<file path="src/rtl/seq_chunk_adder_pkg.sv">
// Shared types and helpers for the chunked signed adder.
package seq_chunk_adder_pkg;

  typedef enum logic [1:0] {
    ST_IDLE = 2'd0,
    ST_RUN  = 2'd1,
    ST_DONE = 2'd2
  } state_e;

  // Widest operand the saturation helpers can describe.
  localparam int MAX_W = 64;

  function automatic int chunks(input int w, input int c);
    return w / c;
  endfunction

  // Ceiling log2; returns 0 for n <= 1.
  function automatic int clog2(input int n);
    int r;
    r = 0;
    for (int i = 0; i < 31; i++)
      if ((1 << i) < n) r = i + 1;
    return r;
  endfunction

  function automatic logic [MAX_W-1:0] sat_max(input int w);
    return (64'd1 << (w - 1)) - 64'd1;
  endfunction

  function automatic logic [MAX_W-1:0] sat_min(input int w);
    return 64'd1 << (w - 1);
  endfunction

endpackage

</file>
<file path="src/rtl/seq_chunk_adder_chunk_add.sv">
// Combinational CHUNK-bit ripple-carry adder slice.
module chunk_add #(
  parameter int CHUNK = 4
) (
  input  logic [CHUNK-1:0] x,
  input  logic [CHUNK-1:0] y,
  input  logic             cin,
  output logic [CHUNK-1:0] s,
  output logic             cout
);

  logic [CHUNK:0] cc;

  // Bitwise ripple: carry propagates LSB to MSB inside the slice.
  always_comb begin
    s     = '0;
    cc    = '0;
    cc[0] = cin;
    for (int i = 0; i < CHUNK; i++) begin
      s[i]    = x[i] ^ y[i] ^ cc[i];
      cc[i+1] = (x[i] & y[i]) | (cc[i] & (x[i] ^ y[i]));
    end
  end

  assign cout = cc[CHUNK];

endmodule

</file>
<file path="src/rtl/seq_chunk_adder.sv">
// Multi-cycle signed add/sub: CHUNK bits per clock, LSB first, start/done handshake.
module seq_chunk_adder
  import seq_chunk_adder_pkg::*;
#(
  parameter int WIDTH = 16,
  parameter int CHUNK = 4
) (
  input  logic             clk,
  input  logic             rst_n,
  input  logic             start,
  input  logic [WIDTH-1:0] a,
  input  logic [WIDTH-1:0] b,
  input  logic             sub,
  input  logic             sat,
  output logic             busy,
  output logic             done,
  output logic [WIDTH-1:0] sum,
  output logic             ovf,
  output logic             cout
);

  localparam int N  = chunks(WIDTH, CHUNK);
  localparam int CW = (clog2(N) > 0) ? clog2(N) : 1;
  localparam logic [CW-1:0]    LAST = CW'(N - 1);
  localparam logic [WIDTH-1:0] SMAX = WIDTH'(sat_max(WIDTH));
  localparam logic [WIDTH-1:0] SMIN = WIDTH'(sat_min(WIDTH));

  state_e           state_q, state_d;
  logic [CW-1:0]    cnt_q, cnt_d;
  logic [WIDTH-1:0] a_q, a_d;
  logic [WIDTH-1:0] b_q, b_d;     // already inverted for subtract
  logic             c_q, c_d;     // inter-chunk carry
  logic             sat_q, sat_d;
  logic [WIDTH-1:0] part_q, part_d;
  logic [WIDTH-1:0] sum_q, sum_d;
  logic             ovf_q, ovf_d;
  logic             cout_q, cout_d;

  logic [CHUNK-1:0] x, y, s;
  logic             co;
  logic [WIDTH-1:0] raw;
  logic             ovf_raw;

  // One shared slice adder; the counter picks which chunk feeds it.
  assign x = a_q[int'(cnt_q)*CHUNK +: CHUNK];
  assign y = b_q[int'(cnt_q)*CHUNK +: CHUNK];

  chunk_add #(.CHUNK(CHUNK)) u_add (
    .x    (x),
    .y    (y),
    .cin  (c_q),
    .s    (s),
    .cout (co)
  );

  // Next-state: accept in IDLE/DONE, one chunk per RUN cycle, finalise on last.
  always_comb begin
    state_d = state_q;
    cnt_d   = cnt_q;
    a_d     = a_q;
    b_d     = b_q;
    c_d     = c_q;
    sat_d   = sat_q;
    part_d  = part_q;
    sum_d   = sum_q;
    ovf_d   = ovf_q;
    cout_d  = cout_q;
    raw     = '0;
    ovf_raw = 1'b0;
    case (state_q)
      ST_IDLE, ST_DONE: begin
        if (start) begin
          a_d     = a;
          b_d     = sub ? ~b : b;
          c_d     = sub;
          sat_d   = sat;
          cnt_d   = '0;
          state_d = ST_RUN;
        end else begin
          state_d = ST_IDLE;
        end
      end
      ST_RUN: begin
        part_d[int'(cnt_q)*CHUNK +: CHUNK] = s;
        c_d   = co;
        cnt_d = cnt_q + 1'b1;
        if (cnt_q == LAST) begin
          raw     = part_d;
          ovf_raw = (a_q[WIDTH-1] == b_q[WIDTH-1]) && (raw[WIDTH-1] != a_q[WIDTH-1]);
          ovf_d   = ovf_raw;
          cout_d  = co;
          sum_d   = (sat_q && ovf_raw) ? (a_q[WIDTH-1] ? SMIN : SMAX) : raw;
          cnt_d   = '0;
          state_d = ST_DONE;
        end
      end
      default: state_d = ST_IDLE;
    endcase
  end

  // State and datapath registers; async reset aborts any operation.
  always_ff @(posedge clk or negedge rst_n) begin
    if (!rst_n) begin
      state_q <= ST_IDLE;
      cnt_q   <= '0;
      a_q     <= '0;
      b_q     <= '0;
      c_q     <= 1'b0;
      sat_q   <= 1'b0;
      part_q  <= '0;
      sum_q   <= '0;
      ovf_q   <= 1'b0;
      cout_q  <= 1'b0;
    end else begin
      state_q <= state_d;
      cnt_q   <= cnt_d;
      a_q     <= a_d;
      b_q     <= b_d;
      c_q     <= c_d;
      sat_q   <= sat_d;
      part_q  <= part_d;
      sum_q   <= sum_d;
      ovf_q   <= ovf_d;
      cout_q  <= cout_d;
    end
  end

  assign busy = (state_q == ST_RUN);
  assign done = (state_q == ST_DONE);
  assign sum  = sum_q;
  assign ovf  = ovf_q;
  assign cout = cout_q;

endmodule

</file>
<file path="config.mk">
export PLATFORM = sky130hd
export DESIGN_NAME = seq_chunk_adder
export DESIGN_NICKNAME = d
export VERILOG_FILES = /design/src/rtl/seq_chunk_adder_pkg.sv /design/src/rtl/seq_chunk_adder_chunk_add.sv /design/src/rtl/seq_chunk_adder.sv
export SDC_FILE = /design/constraint.sdc
export NUM_CORES = 1
export LEC_CHECK = 0
export CAP_MARGIN = 20
export CORE_MARGIN = 8
export CORE_UTILIZATION = 25
export DETAILED_ROUTE_END_ITERATION = 16
export GPL_TIMING_DRIVEN = 1
export PLACE_DENSITY_LB_ADDON = 0.15
export SLEW_MARGIN = 30
export SYNTH_ARGS = -nofsm -noshare
export SYNTH_HDL_FRONTEND = slang
export SYNTH_SLANG_ARGS = --single-unit
</file>
<file path="constraint.sdc">
create_clock -name clk -period 5.3 [get_ports clk]
set_input_delay 0.795 -clock clk [delete_from_list [all_inputs] [get_ports clk]]
set_output_delay 0.795 -clock clk [all_outputs]
set_load 0.02 [all_outputs]
</file>
---- Word level (Yosys, flattened, before mapping) ----
Cells that the tools add are included.
word-level totals
  register bits after elaboration ......... 72
  output and inout bits ................... 20
  logic and storage cells ................. 64
operators by class
  add/subtract/negate cells ............... 2
  eq/ne operators ......................... 7
  shift-type cells ........................ 4
  multiplexer cells ....................... 12
  bitwise logic cells ..................... 21
  reductions and logical operators ........ 8
operators by type and width
  operator                                                number
  two-way mux 16 bit                                      3
  negator 4 -> 33 bit                                     1
  variable shift 4 x 33 -> 16 bit (first input constant)  1
  indexed part select 4 x 33 -> 16 bit                    1
  indexed part select 16 x 5 -> 4 bit                     2
  bitwise mux 16 bit                                      1
  NOT 16 bit                                              1
  bitwise AND 1 bit                                       8
  case mux 2 bit (2 select lines)                         2
  XOR 1 bit                                               8
  two-way mux 2 bit                                       3
  AND reduction 2 bit                                     3
  equality test 2 bit (second input constant)             2
  OR 1 bit                                                4
  adder 2 x 1 -> 2 bit (second input constant)            1
  equality test 2 x 1 -> 1 bit (second input constant)    1
  logical AND 1 bit                                       2
  logical NOT 2 bit                                       1
  two-way mux 1 bit                                       2
  != test 2 x 1 -> 1 bit (second input constant)          1
  != test 2 bit (second input constant)                   1
  case mux 1 bit (2 select lines)                         1
  nonzero test 2 bit                                      1
  OR reduction 2 bit                                      1
  other kinds (2)                                         2

---- Logic depth before layout (Yosys ltp) ----
Gate-level depths: netlist (run 1).
  depth after elaboration ................. 15
  gate-level depth with buffers ........... 16

---- Modules after synthesis ----
From an unflattened synthesis (run 1), not the netlist that was laid out.
unflattened totals
  cell total of the unflattened synthesis .. 334
  area, all modules ....................... 3609.7 um^2
modules (own cells, without submodules)
  module           instances  cells each  area each (um^2)
  seq_chunk_adder  1          320         3492.1
  chunk_add        1          14          117.6

---- Worst setup path after synthesis (run 1) ----
Ideal clock, no wire load.
  path kind ............................... register to register
  start ................................... reg cnt_q[0]
  end ..................................... reg sum_q[11], in the netlist sum[11]
  data arrival time ....................... 3.647 ns
  required time ........................... 5.227 ns
  path slack .............................. 1.579 ns
  cell stages (with the launch flop) ...... 17
  path buffers ............................ 3
  cells stage by stage .................... dfrtp_1 > buf_4 > buf_2 > mux4_2 > inv_1 > fa_1 > inv_1 > fa_1 > inv_1 > fa_1 > inv_1 > fa_1 > and4bb_4 > mux2i_4 > buf_6 > nand3b_1 > a21oi_2
between the ends
  cells in the longest elaborated chain, start to end .. 15
  elaborated cells on any way between the ends .. 29
  classes of those cells .................. add/sub: 1; eq/ne: 2; shift: 4; mux: 2; bitwise: 17; reduce/logical: 3
ends and longest elaborated chain
  what                                                           RTL line                                                          RTL
  from (decl)                                                    seq_chunk_adder.sv:29                                             logic [CW-1:0] cnt_q, cnt_d;
  from (signal assigned)                                         seq_chunk_adder.sv:116                                            cnt_q <= cnt_d;
  indexed part select 16 x 5 -> 4 bit, on equally long branches  seq_chunk_adder.sv:45, seq_chunk_adder.sv:46
  XOR 1 bit                                                      seq_chunk_adder_chunk_add.sv:20, seq_chunk_adder_chunk_add.sv:21
  bitwise AND 1 bit                                              seq_chunk_adder_chunk_add.sv:21                                   cc[i+1] = (x[i] & y[i]) | (cc[i] & (x[i] ^ y[i]));
  OR 1 bit                                                       seq_chunk_adder_chunk_add.sv:21
  bitwise AND 1 bit                                              seq_chunk_adder_chunk_add.sv:21
  OR 1 bit                                                       seq_chunk_adder_chunk_add.sv:21
  bitwise AND 1 bit                                              seq_chunk_adder_chunk_add.sv:21
  OR 1 bit                                                       seq_chunk_adder_chunk_add.sv:21
  XOR 1 bit                                                      seq_chunk_adder_chunk_add.sv:20                                   s[i] = x[i] ^ y[i] ^ cc[i];
  indexed part select 4 x 33 -> 16 bit                           seq_chunk_adder.sv:84                                             part_d[int'(cnt_q)*CHUNK +: CHUNK] = s;
  bitwise mux 16 bit                                             seq_chunk_adder.sv:84
  != test 1 bit                                                  seq_chunk_adder.sv:89                                             ovf_raw = (a_q[WIDTH-1] == b_q[WIDTH-1]) && (raw[WIDTH-1] != a_q[WIDTH-1]);
  logical AND 1 bit                                              seq_chunk_adder.sv:89
  logical AND 1 bit                                              seq_chunk_adder.sv:92                                             sum_d = (sat_q && ovf_raw) ? (a_q[WIDTH-1] ? SMIN : SMAX) : raw;
  two-way mux 16 bit                                             seq_chunk_adder.sv:92
  to (signal assigned)                                           seq_chunk_adder.sv:122                                            sum_q <= sum_d;
  to (decl)                                                      seq_chunk_adder.sv:35                                             logic [WIDTH-1:0] sum_q, sum_d;
Several ways; a longest one is shown, not always the timed one.
A chain may end at the register's enable or synchronous reset.

---- Final worst setup path (run 1) ----
  start ................................... reg cnt_q[0]
  end ..................................... reg sum_q[8], in the netlist sum[8]
Same word-level chain as after synthesis.

==> summary.md, run 1 <==
| Metric | Value |
|---|---|
| Gr ovfl total | 0 |
| Internal power | 0.00191 W |
| Pins Over Slew Limit | 0 |
| # IOs | 57 |
| Vias in the first global route | 2601 |
| Clk Latency, worst-skew pair | 330 ps |
| Sw frac | 0.387 |
| CP max stage cell | mux4_2 |
| # DRC | 0 |
| Clk_skew | 5.41 ps |
| Layout cell share with drive strength beyond 1 | 0.122 |
| Via Count | 2494 |
| Part of the power in registers | 0.306 |
| Pin count of the biggest net entering global routing | 54 |
| Fmax achieved | 265 MHz |
| Die height | 137 um |
| Met3 global-route usage | 0.0367 |
| H-tree levels | 3 |
| Gpl congestion | 0.736 |
| Cts hold-fix bufs | 0 |
| Most common cell on crit path | fa_1 |
| Storage cell area | 1800 um2 |
| Avg WL per Cell | 14.7 um |
| RSZ-0062 raised after global routing | no |
| Root Driver | clkbuf_16 |
| Distinct cells, synth | 41 |
| PnR worst setup slack | 1530 ps |
| Crit-path max FO | 19 |
| Psw | 0.00120 W |
| Number of flops mapped to enable cells by yosys | 0 |
| Post-synthesis register bit count | 72 |
| Commonest non-fill, non-tap cell in the layout | dfrtp_1 |
| Multi-input combinational cell area | 1670 um2 |
| Crit path launch type | register |
| Cell area after synthesis | 3660 um2 |
| Worst-Margin Slew | 943 ps |
| GRT Util Overall | 0.0959 |
| Setup_tns | 0 ps |
| Initial Utilization | 0.254 |
| CTS Buf Count | 9 |
| Final period util | 0.711 |
| Post_cts resized | 0 |
| Seq/Total Area, Yosys | 0.492 |
| Routed Antenna Nets | 0 |
| Clock sink total | 72 |
| P&R area growth vs syn | 28.4% |
| Ys Warns | 0 |
| Port bufs | 56 |
| Critical Path RT | 5560 ps |
| CP max stage delay | 560 ps |
| Cell Rows | 44 |
| Comb power frac | 0.480 |
| Place WS | 1520 ps |
| Pwr/cell area | 662 nW/um2 |
| First-pass GRT wire length | 13900 um |
| Status | complete, no violations |
| Longest Clk Path Bufs | 2 |
| Top Usage Layer GRT | met2 |
| Mapped Cells | 338 |
| Clk pwr share | 0.214 |
| Tmin final | 3770 ps |
| Final Hold Vio Count | 0 |
| Syn nets | 385 |
| Setup-failing EPs final | 0 |
| Detailed Place HPWL | 6220 um |
| Via/cell ratio | 4.32 |
| Async SR Flop Fraction | 1.00 |
| PnR Total Power | 0.00311 W |
| Clock slew at reported path FFs | 60 ps |
| MaxCap Viol Count | 0 |
| Final WL | 8500 um |
| CTS tree | done |
| Synth Area per Inst | 10.8 um2 |
| Met2 Resource Use GR | 0.134 |
| Synth Flop Type | dfrtp_1 |
| Antenna violations before repair | 0 |
| Final nets | 435 |
| Iter 0 DRT Violations | 124 |
| Number of fill cells | 1517 |
| CP Cell Sequence | buf_4 -> mux4_2 -> fa_1 -> inv_1 -> fa_1 -> inv_1 -> fa_1 -> and4bb_4 -> mux2i_4 -> nand3_1 -> a21oi_2 |
| DIE WIDTH | 137 um |
| Post-layout util | 0.326 |
| Core Area | 14400 um2 |
| HP Class | register to register |
| Rel. slew slack | 0.370 |
| Ant diodes | 0 |
| WP data arrival | 4030 ps |
| Die ar. | 18800 um2 |
| Met1 Use GR | 0.134 |
| Leakage | 1.91 nW |
| Crit. End Element | register |
| VDD IR max | 173 uV |
| TritonRoute pass-1 iters | 4 |
| Commonest cells after routing, fill and taps aside | dfrtp_1, clkdlybuf4s50_1, nand2_1, o21ai_1, inv_1 |
| Postcts setup bufs | 0 |
| CP Class | register to register |
## per-layer routing
metal | up-vias | part of all wire | wire length (um)
met5 | - | 0 | 0
met4 | 0 | 0.0096 | 82
met3 | 8 | 0.063 | 536
met2 | 61 | 0.41 | 3500
met1 | 1165 | 0.52 | 4380
li1 | 1260 | - | -
## state kept, by name (all words and copies together), names as in the netlist
register and count:
cout 1, sat_q 1, sum 16, c_q 1, part_q 16, cnt_q 2, state_q 2, ovf 1
b_q 16, a_q 16
## worst paths after layout
kind,start,to,slack [ps],depth (start not counted)
max reg2reg,cnt_q[0]$_DFFE_PN0P_,sum[8]$_DFFE_PN0P_,1530,11
min in group asynchronous,rst_n,sum[8]$_DFFE_PN0P_,540,1
min,part_q[7]$_DFFE_PN0P_,part_q[7]$_DFFE_PN0P_,480,2
max in group asynchronous,rst_n,b_q[5]$_DFFE_PN0P_,3730,2
max,cnt_q[0]$_DFFE_PN0P_,sum[8]$_DFFE_PN0P_,1530,11
min reg2reg,part_q[7]$_DFFE_PN0P_,part_q[7]$_DFFE_PN0P_,480,2
## power by group through the flow
stage	logic, W	registers, W	clock network, W
6_report	0.00149	0.000952	0.000666
5_1_grt	0.00167	0.000992	0.000713
4_1_cts	0.00154	0.000960	0.000684
3_5_place_dp	0.00153	0.000969	0
3_3_place_gp	0.00151	0.000969	0
2_1_floorplan	0.000994	0.000997	0
## worst max-delay path, delay by kind of cell (launching register included)
family | cells | cell delay (ps)
adder cells (fa/ha/maj) | 3 | 1120
multiplexers | 2 | 1040
AND/OR/NAND/NOR | 2 | 480
flip-flops | 1 | 450
buffers and inverters | 3 | 440
AO/OA/AOI/OAI | 1 | 170
## cells by family after synthesis
family,share of synthesized area
simple gates,0.144
flops,0.492
compound gates,0.114
buf+inv,0.0526
mux,0.116
xor+xnor,0.0382
fa+ha+maj,0.0423
## through the flow
| stage | cells | hold slack, ps | instance area [um2] |
|---|---|---|---|
| floorplan | 338 | 448 | 3660 |
| global placement | 561 | 462 | 4370 |
| detailed placement | 561 | 473 | 4370 |
| CTS | 577 | 486 | 4700 |
| global route | 577 | 500 | 4700 |
| finish | 577 | 479 | 4700 |
## final cells by class
cell class,instances,share of cell area
tap,184,0.0489
inverter,22,0.0176
clock inverter,5,0.0168
multi-input combinational,223,0.356
sequential,72,0.383
clock buffer,11,0.0537
timing repair buffer,60,0.124
## synth_stat cells, types with 2 or more instances
master,n,area share
nand3b_1,7,0.014
dfrtp_1,72,0.49
nand3_1,12,0.016
buf_2,7,0.0096
mux2_1,17,0.052
mux4_2,8,0.049
buf_4,2,0.0041
and4bb_1,2,0.0068
ha_1,6,0.020
xnor2_1,16,0.038
fa_1,4,0.022
nor2b_1,7,0.012
buf_6,2,0.0061
o21ai_1,34,0.046
clkbuf_1,9,0.0092
nor2_1,17,0.017
o22ai_1,9,0.015
mux2i_4,2,0.012
inv_1,20,0.020
nand2_1,40,0.041
a21oi_2,10,0.024
nand2b_1,3,0.0051
inv_2,2,0.0020
a21oi_1,11,0.015
nand4bb_1,3,0.0092
Note: power is estimated with default switching activity, not from simulation.
==> run 2: changes to the inputs <==
Clock period 5.3 ns to 3.25 ns, I/O delays scaled along.
==> run 2 against run 1 <==
  * Die area unchanged
  * Setup slack worse by 1700 ps
  * Critical path depth increased by 3
  * Highest routed layer unchanged
  * Combinational power increased by 83%
  * Final cell count rose by 2.4%
  * Worst hold slack got worse by 260 ps
  * First-iteration DRC count down 16%
  * Clock skew is essentially flat
  * Register-to-register slack worse by 1700 ps
  * Via count up 2.3%
  * The flow now finishes with violations (negative setup slack)
  * Critical endpoint is now sum[2]$_DFFE_PN0P_
  * Power grew 71%
==> summary.md, run 2 (synthesized netlist as in run 1, its figures left out) <==
| Metric | Value |
|---|---|
| RSZ-0062 raised after global routing | yes (was no) |
| Met3 WL | 502 um (was 536 um) |
| CTS tree | done (unchanged) |
| Final period util | 1.06 (was 0.711) |
| WP data arrival | 3640 ps (was 4030 ps) |
| HP Class | input port to asynchronous set/reset pin (was register to register) |
| Root Driver | clkbuf_16 (unchanged) |
| MaxCap Viol Count | 0 (unchanged) |
| CP startpoint | cnt_q[0]$_DFFE_PN0P_ (unchanged) |
| Hold_ws | 220 ps (was 479 ps) |
| Die ar. | 18800 um2 (unchanged) |
| P&R area growth vs syn | 32.4% (was 28.4%) |
| First-pass GRT wire length | 14200 um (was 13900 um) |
| Clock sink total | 72 (unchanged) |
| Wl on met1 | 4340 um (was 4380 um) |
| CTS Buf Count | 9 (unchanged) |
| Fmax achieved | 291 MHz (was 265 MHz) |
| Flop2flop setup slack | -190 ps (was 1530 ps) |
| Avg WL per Cell | 14.5 um (was 14.7 um) |
| PnR Total Power | 0.00534 W (was 0.00311 W) |
| Cell Rows | 44 (unchanged) |
| Reg-to-Reg End | sum[2]$_DFFE_PN0P_ (was sum[8]$_DFFE_PN0P_) |
| TritonRoute pass-1 iters | 4 (unchanged) |
| Max layer used | met4 (unchanged) |
| Status | complete, but fails checks (was complete, no violations) |
| Longest Clk Path Bufs | 2 (unchanged) |
| Rel. slew slack | 0.393 (was 0.370) |
| Commonest non-fill, non-tap cell in the layout | dfrtp_1 (unchanged) |
| Routed Antenna Nets | 0 (unchanged) |
| Setup-failing EPs final | 18 (was 0) |
| Critical Path RT | 3450 ps (was 5560 ps) |
| Gr ovfl total | 0 (unchanged) |
| GRT Util Overall | 0.0979 (was 0.0959) |
| Startpoint of the worst-slack reg-to-reg timing path | cnt_q[0]$_DFFE_PN0P_ (unchanged) |
| Iter 0 DRT Violations | 104 (was 124) |
| Core Area | 14400 um2 (unchanged) |
| Via/cell ratio | 4.32 (about the same) |
| Crit path launch type | register (unchanged) |
| CP Class | register to register (unchanged) |
| Final Hold Vio Count | 0 (unchanged) |
| Routed wl met2 | 3650 um (was 3500 um) |
| Via Count | 2552 (was 2494) |
| Commonest cells after routing, fill and taps aside | dfrtp_1, clkdlybuf4s50_1, nand2_1, o21ai_1 (was dfrtp_1, clkdlybuf4s50_1, nand2_1, o21ai_1, inv_1) |
| Crit path capture | sum[2]$_DFFE_PN0P_ (was sum[8]$_DFFE_PN0P_) |
| Post-layout util | 0.336 (was 0.326) |
| Tmin final | 3440 ps (was 3770 ps) |
| PnR worst setup slack | -187 ps (was 1530 ps) |
| R2R cell count | 14 (was 11) |
| Clk Latency, worst-skew pair | 330 ps (about the same) |
| Antenna violations before repair | 0 (unchanged) |
| Place WS | -203 ps (was 1520 ps) |
| Worst-Margin Slew | 907 ps (was 943 ps) |
| Pin count of the biggest net entering global routing | 44 (was 54) |
| # DRC | 0 (unchanged) |
| Layout cell share with drive strength beyond 1 | 0.172 (was 0.122) |
| Pwr/cell area | 1100 nW/um2 (was 662 nW/um2) |
| H-tree levels | 3 (unchanged) |
| Final nets | 449 (was 435) |
| Failing checks | negative setup slack |
| Leakage | 1.98 nW (was 1.91 nW) |
| Setup_tns | -2780 ps (was 0 ps) |
| Crit. End Element | register (unchanged) |
| Ant diodes | 0 (unchanged) |
| Clock slew at reported path FFs | 50 ps (was 60 ps) |
| Clk_skew | 5.21 ps (was 5.41 ps) |
| Vias in the first global route | 2610 (was 2601) |
| Crit-path max FO | 15 (was 19) |
| Detailed Place HPWL | 6350 um (was 6220 um) |
| Pins Over Slew Limit | 0 (unchanged) |
| Final WL | 8590 um (was 8500 um) |
| Initial Utilization | 0.254 (unchanged) |
| VDD IR max | 365 uV (was 173 uV) |
| # IOs | 57 (unchanged) |
| DIE WIDTH | 137 um (unchanged) |
| Die height | 137 um (unchanged) |
| Gpl congestion | 0.736 (about the same) |
| Port bufs | 56 (unchanged) |
## run 2: changes by cell type in the layout (fill, tap and decap cells not counted), moves of 2 or more
cell	delta
fa_2	+2
inv_1	-3
buf_4	+9
fa_1	-2
buf_6	+3
inv_2	+3
buf_12	+2
## run 2: per-layer routing
layer | up-vias | track usage
met1 | 1200 | 0.135
met2 | 56 | 0.138
met4 | 0 | 0.0290
li1 | 1289 | -
met5 | - | 0
met3 | 7 | 0.0367
## run 2: critical path, cell delays in order (launching register included)
cell and delay [ps]:
dfrtp_2 440, mux4_2 350, inv_2 40, fa_2 350, inv_2 60, fa_2 190
inv_2 40, fa_1 340, inv_1 70, fa_1 440, and4bb_4 250, buf_4 140
mux2i_4 200, o21a_4 310, a21oi_1 100
## run 2: final cells by class
class	instances	area [um2]
clock buffer	10	239
sequential	72	1800
tap	184	230
fill	1519	9570
timing repair buffer	74	727
clock inverter	6	82.6
inverter	22	82.6
multi-input combinational	223	1690
## run 2: worst min path at each step
stage | from | endpoint | cells after the start
after floorplan | rst_n | a_q[0]$_DFFE_PN0P_ | 0
after global placement | part_q[9]$_DFFE_PN0P_ | part_q[9]$_DFFE_PN0P_ | 2
after detailed placement | part_q[11]$_DFFE_PN0P_ | part_q[11]$_DFFE_PN0P_ | 2
after CTS | rst_n | part_q[0]$_DFFE_PN0P_ | 1
after global routing | rst_n | part_q[0]$_DFFE_PN0P_ | 1
final | rst_n | sum[13]$_DFFE_PN0P_ | 1
## run 2: timing repair
| action | 4_1_cts | 5_1_grt |
|---|---|---|
| hold buffers | 0 | 0 |
| pin swaps | 0 | 4 |
| gates resized for setup | 3 | 6 |
| buffers inserted | 3 | 1 |
| endpoints found under the hold margin | 0 | 0 |
| endpoints found under the setup margin | 17 | 20 |
| cloned | 0 | 0 |
## run 2: report_power, final
part	internal, W	leakage [nW]	switching, W	total, W
Combinational	0.00130	0.927	0.00142	0.00272
Sequential	0.00131	0.893	0.000242	0.00155
Clock	0.000688	0.158	0.000380	0.00107
## run 2: stage by stage
stage	cells	instance area, um2
6_report	591	4850
5_1_grt	591	4850
4_1_cts	590	4820
3_5_place_dp	571	4480
3_3_place_gp	571	4480
2_1_floorplan	338	3680
==> run 3: changes to the inputs <==
Settings changed: SYNTH_HIERARCHICAL set to 1.
==> run 3 against run 2 <==
  * The flow still finishes with violations (negative setup slack)
  * Fmax down 3.6%
  * Critical path depth unchanged
  * Power fell by 3.6%
  * Design area decreased by 1.8%
  * Largest cell class unchanged
  * Critical endpoint is now sum[4]$_DFFE_PN0P_
  * Utilization is 0.34 points lower
==> summary.md, run 3 <==
| Metric | Value |
|---|---|
| Status | complete, but fails checks (unchanged) |
| Failing checks | negative setup slack (unchanged) |
| Clk_skew | 8.01 ps (was 5.21 ps) |
| Syn nets | 381 (was 385) |
| Top-count cell post-synth | dfrtp_1 (unchanged) |
| Gpl congestion | 0.717 (was 0.736) |
| Fmax achieved | 280 MHz (was 291 MHz) |
| Simple-gate portion of the synthesized area | 0.152 (was 0.144) |
| Ant diodes | 0 (unchanged) |
| Final WL | 8690 um (was 8590 um) |
| DIE WIDTH | 136 um (was 137 um) |
| Part of the power in registers | 0.303 (was 0.291) |
| Crit. End Element | register (unchanged) |
| Rel. slew slack | 0.384 (was 0.393) |
| Root Driver | clkbuf_16 (unchanged) |
| Clk pwr share | 0.187 (was 0.200) |
| Iter 0 DRT Violations | 149 (was 104) |
| Startpoint of the worst-slack reg-to-reg timing path | cnt_q[0]$_DFFE_PN0P_ (unchanged) |
| Synth Flop Type | dfrtp_1 (unchanged) |
| Cell Rows | 44 (unchanged) |
| Comb power frac | 0.510 (was 0.509) |
| Number of flops mapped to enable cells by yosys | 0 (unchanged) |
| Pwr/cell area | 1080 nW/um2 (was 1100 nW/um2) |
| Pins Over Slew Limit | 0 (unchanged) |
| Flop2flop setup slack | -320 ps (was -190 ps) |
| Mux share of post-synthesis cell area | 0.114 (was 0.116) |
| Commonest cells after routing, fill and taps aside | dfrtp_1, nand2_1, clkdlybuf4s50_1, o21ai_0, mux2_2 (was dfrtp_1, clkdlybuf4s50_1, nand2_1, o21ai_1) |
| Mapped Cells | 334 (was 338) |
| Largest family of logic cells by synthesized area | simple AND/OR/NAND/NOR gates (unchanged) |
| Clock sink total | 72 (unchanged) |
| CP Class | register to register (unchanged) |
| Reg-to-Reg End | sum[4]$_DFFE_PN0P_ (was sum[2]$_DFFE_PN0P_) |
| Tmin final | 3570 ps (was 3440 ps) |
| Multi-input combinational cell area | 1700 um2 (was 1690 um2) |
| Share of the synthesized area in the top cell type | 0.499 (was 0.492) |
| Crit path launch type | register (unchanged) |
| WP data arrival | 3830 ps (was 3640 ps) |
| Commonest non-fill, non-tap cell in the layout | dfrtp_1 (unchanged) |
| Setup_tns | -5030 ps (was -2780 ps) |
| CTS Buf Count | 9 (unchanged) |
| Detailed Place HPWL | 6110 um (was 6350 um) |
| Top cells by count, synth | dfrtp_1, nand2_1, o21ai_0 (was dfrtp_1, nand2_1, o21ai_1) |
| Psw | 0.00205 W (was 0.00204 W) |
| Core Area | 14300 um2 (was 14400 um2) |
| Async SR Flop Fraction | 1.00 (unchanged) |
| H-tree levels | 3 (unchanged) |
| Place WS | -347 ps (was -203 ps) |
| Cell area after placement | 4460 um2 (was 4480 um2) |
| PnR worst setup slack | -316 ps (was -187 ps) |
| Post-synthesis compound-gate area fraction | 0.110 (was 0.114) |
| Setup-failing EPs final | 17 (was 18) |
| Routed Antenna Nets | 0 (unchanged) |
| Clock slew at reported path FFs | 50 ps (about the same) |
| PnR Total Power | 0.00515 W (was 0.00534 W) |
| Final Hold Vio Count | 0 (unchanged) |
| Top cells by area, synth | dfrtp_1, nand2_1, mux2_2 (was dfrtp_1, mux2_1, mux4_2) |
| R2R cell count | 14 (unchanged) |
| Synth Area per Inst | 10.8 um2 (about the same) |
| Die height | 136 um (was 137 um) |
| Storage cell area | 1800 um2 (unchanged) |
| Internal power | 0.00309 W (was 0.00330 W) |
| CTS tree | done (unchanged) |
| Pin count of the biggest net entering global routing | 73 (was 44) |
| Sw frac | 0.399 (was 0.382) |
| Ys Warns | 6 (was 0) |
| Via/cell ratio | 4.34 (was 4.32) |
| HP Class | input port to asynchronous set/reset pin (unchanged) |
| Finished Cell Area | 4760 um2 (was 4850 um2) |
| Crit-path max FO | 15 (unchanged) |
| Critical Path RT | 3510 ps (was 3450 ps) |
| Distinct cells, synth | 39 (was 41) |
| Post-synthesis register bit count | 72 (unchanged) |
| # DRC | 0 (unchanged) |
| Number of fill cells | 1493 (was 1519) |
| Longest Clk Path Bufs | 2 (unchanged) |
| Vias in the first global route | 2732 (was 2610) |
| Adder-Cell Fraction of Synth Area | 0.0430 (was 0.0423) |
| Seq/Total Area, Yosys | 0.499 (was 0.492) |
| TritonRoute pass-1 iters | 4 (unchanged) |
| P&R area growth vs syn | 32.0% (was 32.4%) |
| GRT Util Overall | 0.104 (was 0.0979) |
| Final period util | 1.10 (was 1.06) |
| RSZ-0062 raised after global routing | yes (unchanged) |
| Port bufs | 56 (unchanged) |
| Worst-Margin Slew | 921 ps (was 907 ps) |
| Antenna violations before repair | 0 (unchanged) |
| First-pass GRT wire length | 14900 um (was 14200 um) |
| MaxCap Viol Count | 0 (unchanged) |
| Initial Utilization | 0.252 (was 0.254) |
| Leakage | 2.01 nW (was 1.98 nW) |
| Final nets | 442 (was 449) |
| Post-synth top area cell | dfrtp_1 (unchanged) |
| Hold_ws | 233 ps (was 220 ps) |
| Cell area after synthesis | 3610 um2 (was 3660 um2) |
| Via Count | 2536 (was 2552) |
| Post-Synth XOR/XNOR Area | 0.0388 (was 0.0382) |
| Layout cell share with drive strength beyond 1 | 0.198 (was 0.172) |
| # IOs | 57 (unchanged) |
| Avg WL per Cell | 14.9 um (was 14.5 um) |
| Die ar. | 18500 um2 (was 18800 um2) |
| VDD IR max | 348 uV (was 365 uV) |
| Clk Latency, worst-skew pair | 340 ps (was 330 ps) |
| Gr ovfl total | 0 (unchanged) |
-- run 3: cell types whose count changed after synthesis, sizes merged, moves of 4 or more --
cell / delta
o21ai: -11
inv: -4
o22ai: -9
a22o: +10
nand2: +18
-- run 3: worst max-delay path by stage --
stage	from	cells past startpoint	end	slack, ps
floorplan	cnt_q[0]$_DFFE_PN0P_	15	sum[10]$_DFFE_PN0P_	-470
global placement	cnt_q[0]$_DFFE_PN0P_	14	sum[3]$_DFFE_PN0P_	-290
detailed placement	cnt_q[0]$_DFFE_PN0P_	14	sum[0]$_DFFE_PN0P_	-350
CTS	cnt_q[0]$_DFFE_PN0P_	14	sum[4]$_DFFE_PN0P_	-330
global route	cnt_q[0]$_DFFE_PN0P_	14	sum[2]$_DFFE_PN0P_	-430
finish	cnt_q[0]$_DFFE_PN0P_	14	sum[4]$_DFFE_PN0P_	-320
-- run 3: power groups by stage --
| stage | Combinational [W] | Sequential [W] | Clock, W |
|---|---|---|---|
| after detailed placement | 0.00263 | 0.00159 | 0 |
| after global routing | 0.00292 | 0.00163 | 0.00105 |
| after floorplan | 0.00157 | 0.00164 | 0 |
| after global placement | 0.00261 | 0.00157 | 0 |
| after CTS | 0.00267 | 0.00157 | 0.00100 |
| final | 0.00263 | 0.00156 | 0.000960 |
-- run 3: worst max-delay path, cell delays in order (launching register included) --
cell	delay, ps
dfrtp_2	390
mux4_2	530
fa_2	400
inv_2	60
fa_2	180
inv_2	40
fa_2	320
inv_2	60
fa_1	410
inv_2	70
and4bb_4	280
mux2i_4	80
o41a_4	380
buf_12	170
a21oi_1	120
-- run 3: kinds of logic after synthesis --
| family | after synthesis |
|---|---|
| AOI/OAI and AO/OA | 59 |
| xor gates and xnor gates | 16 |
| adders and majority gates | 10 |
| buffers and inverters | 37 |
| DFF | 72 |
| muxes | 28 |
| and+or+nand+nor | 112 |
-- run 3: metal layers --
layer | vias up | wire (um) | GRT usage
met3 | 9 | 485 | 0.0407
met2 | 63 | 3850 | 0.149
met4 | 0 | 124 | 0.0403
li1 | 1258 | - | -
met5 | - | 0 | 0
met1 | 1206 | 4230 | 0.137
-- run 3: stage by stage --
step | std cells | utilization
final | 584 | 0.333
after global routing | 584 | 0.333
after CTS | 584 | 0.332
after detailed placement | 567 | 0.311
after global placement | 567 | 0.311
after floorplan | 334 | -
-- run 3: timing repair --
action	CTS	global route
pin swaps	1	0
hold buffers	0	0
setup endpoints to repair	17	18
gates resized for setup	4	3
buffers inserted	1	0
-- run 3: final cells by class --
type	instances	share of cell area
sequential	72	0.378
timing repair buffer	69	0.143
inverter	18	0.0142
clock inverter	4	0.00945
multi-input combinational	225	0.357
tap	184	0.0483
clock buffer	12	0.0496
